File: src/rtl/rs_station_param.sv
// Tomasulo reservation station: holds waiting ops, snoops the CDB and issues one ready op per cycle.
// Define RS_AGE_SELECT_EN to issue oldest-ready first; otherwise the lowest-index ready entry issues.
module rs_station_param #(
    parameter int unsigned ENTRIES = 4,
    parameter int unsigned DATA_W  = 16,
    parameter int unsigned TAG_W   = 3,
    parameter int unsigned OP_W    = 5
) (
    input  logic                      clk1,
    input  logic                      rst,
    input  logic                      flush,
    input  logic                      alloc_valid,
    output logic                      alloc_ready,
    input  logic [OP_W-1:0]           alloc_func,
    input  logic [TAG_W-1:0]          alloc_dest,
    input  logic [DATA_W-1:0]         alloc_vj,
    input  logic [DATA_W-1:0]         alloc_vk,
    input  logic [TAG_W-1:0]          alloc_qj,
    input  logic [TAG_W-1:0]          alloc_qk,
    input  logic                      alloc_qj_busy,
    input  logic                      alloc_qk_busy,
    input  logic                      cdb_valid,
    input  logic [TAG_W-1:0]          cdb_tag,
    input  logic [DATA_W-1:0]         cdb_data,
    output logic                      issue_valid,
    input  logic                      issue_ready,
    output logic [OP_W-1:0]           issue_func,
    output logic [DATA_W-1:0]         issue_vj,
    output logic [DATA_W-1:0]         issue_vk,
    output logic [TAG_W-1:0]          issue_dest,
    output logic [$clog2(ENTRIES):0]  count
);

    localparam int unsigned IDX_W = (ENTRIES > 1) ? $clog2(ENTRIES) : 1;
    localparam int unsigned CNT_W = $clog2(ENTRIES) + 1;

    logic [ENTRIES-1:0] valid_q;
    logic [ENTRIES-1:0] qj_busy_q;
    logic [ENTRIES-1:0] qk_busy_q;
    logic [OP_W-1:0]    func_q [ENTRIES];
    logic [TAG_W-1:0]   dest_q [ENTRIES];
    logic [DATA_W-1:0]  vj_q   [ENTRIES];
    logic [DATA_W-1:0]  vk_q   [ENTRIES];
    logic [TAG_W-1:0]   qj_q   [ENTRIES];
    logic [TAG_W-1:0]   qk_q   [ENTRIES];

    logic [ENTRIES-1:0] ready;
    logic [ENTRIES-1:0] cand;
    logic [ENTRIES-1:0] wake_j;
    logic [ENTRIES-1:0] wake_k;
    logic [IDX_W-1:0]   alloc_idx;
    logic [IDX_W-1:0]   sel_idx;
    logic               alloc_fire;
    logic               issue_fire;
    logic               fwd_j;
    logic               fwd_k;

    // Readiness and CDB tag match, all entries in parallel
    always_comb begin
        ready  = valid_q & ~qj_busy_q & ~qk_busy_q;
        wake_j = '0;
        wake_k = '0;
        for (int i = 0; i < int'(ENTRIES); i++) begin
            wake_j[i] = cdb_valid && valid_q[i] && qj_busy_q[i] && (qj_q[i] == cdb_tag);
            wake_k[i] = cdb_valid && valid_q[i] && qk_busy_q[i] && (qk_q[i] == cdb_tag);
        end
    end

    // Lowest-index free slot; a slot freed by this cycle's issue is not visible yet
    always_comb begin
        alloc_idx = '0;
        for (int i = int'(ENTRIES) - 1; i >= 0; i--) begin
            if (!valid_q[i]) alloc_idx = IDX_W'(i);
        end
    end

    assign alloc_ready = ~&valid_q;
    assign alloc_fire  = alloc_valid && alloc_ready;
    assign fwd_j       = cdb_valid && alloc_qj_busy && (alloc_qj == cdb_tag);
    assign fwd_k       = cdb_valid && alloc_qk_busy && (alloc_qk == cdb_tag);

`ifdef RS_AGE_SELECT_EN
    // older_q[a][b] set means entry a was allocated before entry b
    logic [ENTRIES-1:0] older_q [ENTRIES];

    always_comb begin
        cand = ready;
        for (int i = 0; i < int'(ENTRIES); i++) begin
            for (int j = 0; j < int'(ENTRIES); j++) begin
                if (ready[j] && older_q[j][i]) cand[i] = 1'b0;
            end
        end
    end

    always_ff @(posedge clk1) begin
        if (rst) begin
            older_q <= '{default: '0};
        end else if (alloc_fire && !flush) begin
            for (int j = 0; j < int'(ENTRIES); j++) begin
                older_q[alloc_idx][j] <= 1'b0;
                older_q[j][alloc_idx] <= valid_q[j];
            end
        end
    end

    always_comb begin
        sel_idx = '0;
        for (int i = int'(ENTRIES) - 1; i >= 0; i--) begin
            if (cand[i]) sel_idx = IDX_W'(i);
        end
    end
`else
    // A stalled presentation is held so the FU sees a stable op
    logic             hold_vld_q;
    logic [IDX_W-1:0] hold_idx_q;

    assign cand = ready;

    always_comb begin
        sel_idx = '0;
        for (int i = int'(ENTRIES) - 1; i >= 0; i--) begin
            if (cand[i]) sel_idx = IDX_W'(i);
        end
        if (hold_vld_q) sel_idx = hold_idx_q;
    end

    always_ff @(posedge clk1) begin
        if (rst || flush) begin
            hold_vld_q <= 1'b0;
        end else begin
            hold_vld_q <= issue_valid && !issue_ready;
            hold_idx_q <= sel_idx;
        end
    end
`endif

    assign issue_valid = |ready;
    assign issue_fire  = issue_valid && issue_ready;
    assign issue_func  = func_q[sel_idx];
    assign issue_vj    = vj_q[sel_idx];
    assign issue_vk    = vk_q[sel_idx];
    assign issue_dest  = dest_q[sel_idx];

    always_comb begin
        count = '0;
        for (int i = 0; i < int'(ENTRIES); i++) begin
            count = count + CNT_W'(valid_q[i]);
        end
    end

    // Occupancy and pending-operand flags
    always_ff @(posedge clk1) begin
        if (rst || flush) begin
            valid_q   <= '0;
            qj_busy_q <= '0;
            qk_busy_q <= '0;
        end else begin
            qj_busy_q <= qj_busy_q & ~wake_j;
            qk_busy_q <= qk_busy_q & ~wake_k;
            if (issue_fire) valid_q[sel_idx] <= 1'b0;
            if (alloc_fire) begin
                valid_q[alloc_idx]   <= 1'b1;
                qj_busy_q[alloc_idx] <= alloc_qj_busy && !fwd_j;
                qk_busy_q[alloc_idx] <= alloc_qk_busy && !fwd_k;
            end
        end
    end

    // Payload; contents of invalid entries are don't-care
    always_ff @(posedge clk1) begin
        for (int i = 0; i < int'(ENTRIES); i++) begin
            if (wake_j[i]) vj_q[i] <= cdb_data;
            if (wake_k[i]) vk_q[i] <= cdb_data;
        end
        if (alloc_fire) begin
            func_q[alloc_idx] <= alloc_func;
            dest_q[alloc_idx] <= alloc_dest;
            qj_q[alloc_idx]   <= alloc_qj;
            qk_q[alloc_idx]   <= alloc_qk;
            vj_q[alloc_idx]   <= fwd_j ? cdb_data : alloc_vj;
            vk_q[alloc_idx]   <= fwd_k ? cdb_data : alloc_vk;
        end
    end

endmodule

File: config.mk
export PLATFORM = sky130hd
export DESIGN_NAME = rs_station_param
export DESIGN_NICKNAME = d
export VERILOG_FILES = /design/src/rtl/rs_station_param.sv
export SDC_FILE = /design/constraint.sdc
export NUM_CORES = 1
export LEC_CHECK = 0
export ABC_AREA = 1
export ABC_CLOCK_PERIOD_IN_PS = 5950
export CORE_UTILIZATION = 50
export CTS_BUF_LIST = sky130_fd_sc_hd__clkbuf_2
export CTS_CLUSTER_DIAMETER = 50
export CTS_CLUSTER_SIZE = 14
export DETAILED_ROUTE_END_ITERATION = 6
export PLACE_DENSITY = 0.72
export SLEW_MARGIN = 20
export SYNTH_ARGS = -nofsm -noshare
export SYNTH_HDL_FRONTEND = slang
export SYNTH_SLANG_ARGS = --single-unit
export TNS_END_PERCENT = 5
File: constraint.sdc
create_clock -name clk1 -period 5.95 [get_ports clk1]
set_input_delay 1.19 -clock clk1 [delete_from_list [all_inputs] [get_ports clk1]]
set_output_delay 1.19 -clock clk1 [all_outputs]
set_load 0.03 [all_outputs]
# --- Word level (Yosys, flattened, before mapping) ---
# Memories as Yosys holds them, arrays and structs flattened.
# Cells that the tools add are included.
totals:
  register_bits: 15
  mem_bits_rw: 184
  out_inout_bits: 45
  wordCells: 117
  n_memories: 6
op_classes:
  add_sub_neg: 3
  order_cmp: 4
  eq_ne: 10
  n_mux: 40
  bitwise_logic: 11
  n_reduce_logical: 38
mem_list:
  columns: ["name", "words", "word_bits", "rd", "rd_clocked_by_memory_dff", "write_ports", "line", "source"]
  rows:
  - ["vj_q", 4, 16, 1, 0, 5, "42", "logic [DATA_W-1:0] vj_q [ENTRIES];"]
  - ["vk_q", 4, 16, 1, 0, 5, "43", "logic [DATA_W-1:0] vk_q [ENTRIES];"]
  - ["func_q", 4, 5, 1, 0, 1, "40", "logic [OP_W-1:0] func_q [ENTRIES];"]
  - ["dest_q", 4, 3, 1, 0, 1, "41", "logic [TAG_W-1:0] dest_q [ENTRIES];"]
  - ["qj_q", 4, 3, 4, 0, 1, "44", "logic [TAG_W-1:0] qj_q [ENTRIES];"]
  - ["qk_q", 4, 3, 4, 0, 1, "45", "logic [TAG_W-1:0] qk_q [ENTRIES];"]
op_table:
  columns: ["cell", "count"]
  rows:
  - ["2-to-1 mux 16 bit", 2]
  - ["logical AND 1 bit", 31]
  - ["equality test 3 bit", 10]
  - ["AND 4 bit", 5]
  - ["2-to-1 mux 1 bit", 20]
  - ["2-to-1 mux 4 bit", 5]
  - ["NOT 4 bit", 5]
  - ["2-to-1 mux 2 bit", 9]
  - ["bitwise mux 4 bit", 2]
  - ["< comparator 2 x 3 -> 1 bit, second input constant", 2]
  - ["demux 1 bit (select 2 bit)", 2]
  - [">= comparator 2 x 1 -> 1 bit, second input constant", 2]
  - ["zero test 1 bit", 4]
  - ["bitwise OR 4 bit", 1]
  - ["AND reduction 4 bit", 1]
  - ["OR reduction 4 bit", 1]
  - ["adder 2 x 1 -> 3 bit", 1]
  - ["adder 3 x 1 -> 3 bit", 1]
  - ["adder 1 x 1 -> 2 bit", 1]
  - ["logical OR 1 bit", 1]

# --- Longest topological paths before layout ---
depth:
  word_depth: 18
  ltp_mapped: 11

# --- Worst setup path before layout ---
# No wires, ideal clock.
synth_path:
  path_kind: "reg2out"
  start: "register valid_q[3]"
  end: "output count[1]"
  t_arrival_ps: 1622
  setup_slack_ps: 3138
  stages_incl_launch_ff: 7
  path_buffers: 1
  path_cell_list: "dfxtp_1 -> buf_4 -> clkinv_1 -> fa_1 -> inv_1 -> ha_1 -> ha_1"
synth_between:
  elab_chain_len: 1
synth_rtl:
  columns: ["item", "line", "source"]
  rows:
  - ["from (decl)", "37", "logic [ENTRIES-1:0] valid_q;"]
  - ["from (signal assigned)", "154", "valid_q <= '0;"]
  - ["from (signal, indexed assignment)", "160", "if (issue_fire) valid_q[sel_idx] <= 1'b0;"]
  - ["from (signal, indexed assignment)", "162", "valid_q[alloc_idx] <= 1'b1;"]
  - ["adder 3 x 1 -> 3 bit", "147", "count = count + CNT_W'(valid_q[i]);"]
  - ["to (decl)", "31", "output logic [$clog2(ENTRIES):0] count"]
# Every way passes these cells.

# --- Worst setup path in the final report ---
layout_path:
  start: "register valid_q[0]"
  end: "output issue_vk[0]"
layout_between:
  elab_chain_len: 5
layout_rtl:
  columns: ["item", "line", "source"]
  rows:
  - ["AND 4 bit (2 in a row)", "60", "ready = valid_q & ~qj_busy_q & ~qk_busy_q;"]
  - ["2-to-1 mux 2 bit", "122", "if (cand[i]) sel_idx = IDX_W'(i);"]
  - ["2-to-1 mux 2 bit", "124", "if (hold_vld_q) sel_idx = hold_idx_q;"]
  - ["memory (4 x 16 bit)", null, null]
  - ["to (decl)", "29", "output logic [DATA_W-1:0] issue_vk,"]
# Every way passes these cells.

==> summary.md <==
| Metric | Value |
|---|---|
| Mapped Nets | `1148` |
| Placeable Area | `19600 sq um` |
| Rows | `51` |
| Clk_lat worst skew | `810 ps` |
| Die height | `144 um` |
| DPL Wire Length | `17100 um` |
| Via-per-instance ratio | `5.80` |
| # setup viols final | `0` |
| Post-CTS Hold Fix Bufs | `0` |
| Root buf cell | `clkbuf_2` |
| Lkg Pwr | `4.50 nW` |
| Post-synthesis cell count | `1071` |
| Max Cap Viol | `0` |
| Grt total ovfl | `0` |
| Clock slew at reported path FFs | `240 ps` |
| Synth warn | `0` |
| Share of cells above drive strength 1 | `6.90%` |
| M3 GR Usage | `4.47%` |
| Synth Area per Inst | `9.37 sq um` |
| Crit path max fanout | `54` |
| Postcts setup bufs | `0` |
| Antenna viol nets, final | `0` |
| IO Count | `118` |
| RSZ-0062 raised after global routing | `no` |
| Critical path type | `reg -> out` |
| H-tree depth | `4` |
| WL per Instance | `19.5 um` |
| Final hold violation count | `0` |
| Total clock sinks | `199` |
| Cells along the critical path | `inv_2, nor2_1, nand2_1, nand2_2, nor2_2, nor2_4, buf_4, nand3_1, nand4_1, clkdlybuf4s50_1` |
| Synth cell types | `31` |
| Peak supply drop | `0.135 mV` |
| Status | `complete, but fails checks` |
| Synth-to-Final Area Change | `15.2%` |
| Fillers | `1700` |
| Worst hold path class | `reg -> reg` |
| Fmax | `194 MHz` |
| Mapped cell area | `10000 sq um` |
| Sequential element share of the synthesized area | `58.3%` |
| First-pass GRT wire length | `42600 um` |
| Worst path max stage delay | `680 ps` |
| Detailed Routing Iterations Pass 1 | `7` |
| Clk_skew | `51.1 ps` |
| GRT Resource Usage Total | `28.5%` |
| TNS Setup | `0 ps` |
| Final-stage net count | `1239` |
| Largest net degree at the start of global routing | `84` |
| Final wirelength | `28100 um` |
| CP arrival | `3950 ps` |
| Initial DRC Count | `859` |
| Die Wd | `144 um` |
| Failing checks | `DRC` |
| PortBufs | `117` |
| Vias | `8358` |
| Crit start category | `register` |
| Worst Path Required | `4760 ps` |
| Worst path slowest cell | `clkdlybuf4s50_1` |
| Crit share post-route | `86.4%` |
| Design Power | `2.65 mW` |
| Slew @ Worst Pin | `1130 ps` |
| Met1 usage | `38.1%` |
| Initial antenna violation count | `1` |
| GPL Wtd Cong | `0.943` |
| PwrDens | `229 nW/um^2` |
| Die area | `20600 sq um` |
| Max-slew violation count | `0` |
| Met2 Usage GRT | `46.2%` |
| # DRC | `1` |
| Max Root-Sink Buffers | `2` |
| Global route hottest layer | `met2` |
| TritonCTS clock tree | `built` |
| CTS buffer count | `17` |
| Number of global-route vias before repair | `7748` |
| Starting Density | `51.2%` |
| Tmin final | `5140 ps` |
| Post-CTS Resized | `0` |
| CP Capture Type | `output port` |
| Max transition margin | `24.7%` |
| FF+latch count, synth | `199` |
[layout by cell type (no fill, tap or decap), drive strengths merged, types with 5 or more instances in the layout]
master,synthesis,routed
xnor2,18,18
clkbuf,3,18
inv,76,80
nand3,277,277
nor2,14,14
dfxtp,13,13
clkinv,2,6
edfxtp,186,186
a21oi,16,16
clkdlybuf4s50,0,117
or2,5,5
buf,59,17
nand2,334,334
nor3,6,6
nand4,48,48
[kinds of logic (layout without fill, tap and decap cells)]
kind of cell | Yosys count | in the layout | share of synthesized area [%]
XOR/XNOR | 21 | 21 | 1.83
buffers and inverters | 140 | 243 | 6.89
adder cells (fa/ha/maj) | 4 | 4 | 0.574
other | 0 | 1 | 0
flip-flops | 199 | 199 | 58.3
AND/OR/NAND/NOR | 684 | 684 | 31.1
AO/OA/AOI/OAI | 23 | 23 | 1.35
[state kept, by name (all words and copies together) (netlist names)]
| name | flops |
|---|---|
| vj_q | 64 |
| vk_q | 64 |
| func_q | 20 |
| dest_q | 12 |
| qj_q | 12 |
| qk_q | 12 |
| qj_busy_q | 4 |
| qk_busy_q | 4 |
| valid_q | 4 |
| hold_idx_q | 2 |
| hold_vld_q | 1 |
[cells in the mapped netlist]
cell type / instances / share of area [%]
buf_6: 9 / 1.0
buf_4: 14 / 1.0
inv_1: 67 / 2.5
edfxtp_1: 186 / 56
a31oi_1: 1 / 0.062
xnor2_1: 18 / 1.6
nand4_1: 48 / 3.0
or2_1: 2 / 0.12
a21boi_2: 1 / 0.11
nor3_4: 1 / 0.16
o21ai_2: 1 / 0.087
nor2_1: 10 / 0.37
o21ai_1: 2 / 0.10
nor2_2: 2 / 0.12
nor2_4: 2 / 0.22
clkbuf_1: 3 / 0.11
inv_2: 9 / 0.34
a21oi_2: 1 / 0.087
ha_1: 3 / 0.37
fa_1: 1 / 0.20
nor3_1: 5 / 0.25
nand3_1: 277 / 14
nand2_1: 321 / 12
o211ai_1: 2 / 0.15
or2_2: 3 / 0.19
clkinv_1: 2 / 0.075
xor2_1: 3 / 0.26
nand2_2: 13 / 0.81
buf_2: 36 / 1.8
a21oi_1: 15 / 0.75
dfxtp_1: 13 / 2.6
[worst max-delay path: cells and delay by family (launching register included)]
kind	cells	cell delay, ps
buffers and inverters	3	1400
flip-flops	1	470
AND/OR/NAND/NOR	7	1310
[through the flow]
step	utilization, %	setup slack (ps)	instance area [sq um]	std cells	hold slack [ps]
2_1_floorplan	-	3140	10000	1071	463
3_3_place_gp	57.6	1740	11300	1407	472
3_5_place_dp	57.6	1660	11300	1407	478
4_1_cts	58.9	785	11500	1438	504
5_1_grt	59.0	577	11600	1440	526
6_report	59.0	808	11600	1440	505
[layout make-up]
cell class	count	area, sq um	area share (%)
clock buffers	18	90.1	0.779
clock inverters	13	170	1.47
repair buffers	134	1310	11.3
multi-input cells	732	3510	30.4
inverters	78	293	2.53
well taps	265	332	2.87
flip-flops and latches	199	5850	50.6
diodes	1	2.50	0.0216
[final timing paths]
path	from	slack (ps)	endpoint	depth (start not counted)
worst max-delay path	valid_q[0]	810	issue_vk[0]	10
worst max register to register	valid_q[1]	2850	vk_q[1][8]	6
worst min-delay path	qj_busy_q[2]	510	qj_busy_q[2]	2
worst min register to register	qj_busy_q[2]	510	qj_busy_q[2]	2
[routing by layer]
| layer | vias up | share of wire, % |
|---|---|---|
| li1 | 3899 | - |
| met1 | 3908 | 39 |
| met2 | 493 | 48 |
| met3 | 58 | 9.4 |
| met4 | 0 | 2.7 |
| met5 | - | 0 |
[report_power, final]
| part | internal, mW | total [mW] | switching, mW | leakage (nW) |
|---|---|---|---|---|
| Sequential | 1.57 | 1.58 | 0.00995 | 1.82 |
| Combinational | 0.142 | 0.366 | 0.224 | 2.53 |
| Clock | 0.241 | 0.705 | 0.464 | 0.153 |
| Total | 1.95 | 2.65 | 0.697 | 4.50 |
No activity file was read; power rests on OpenSTA's default activity.
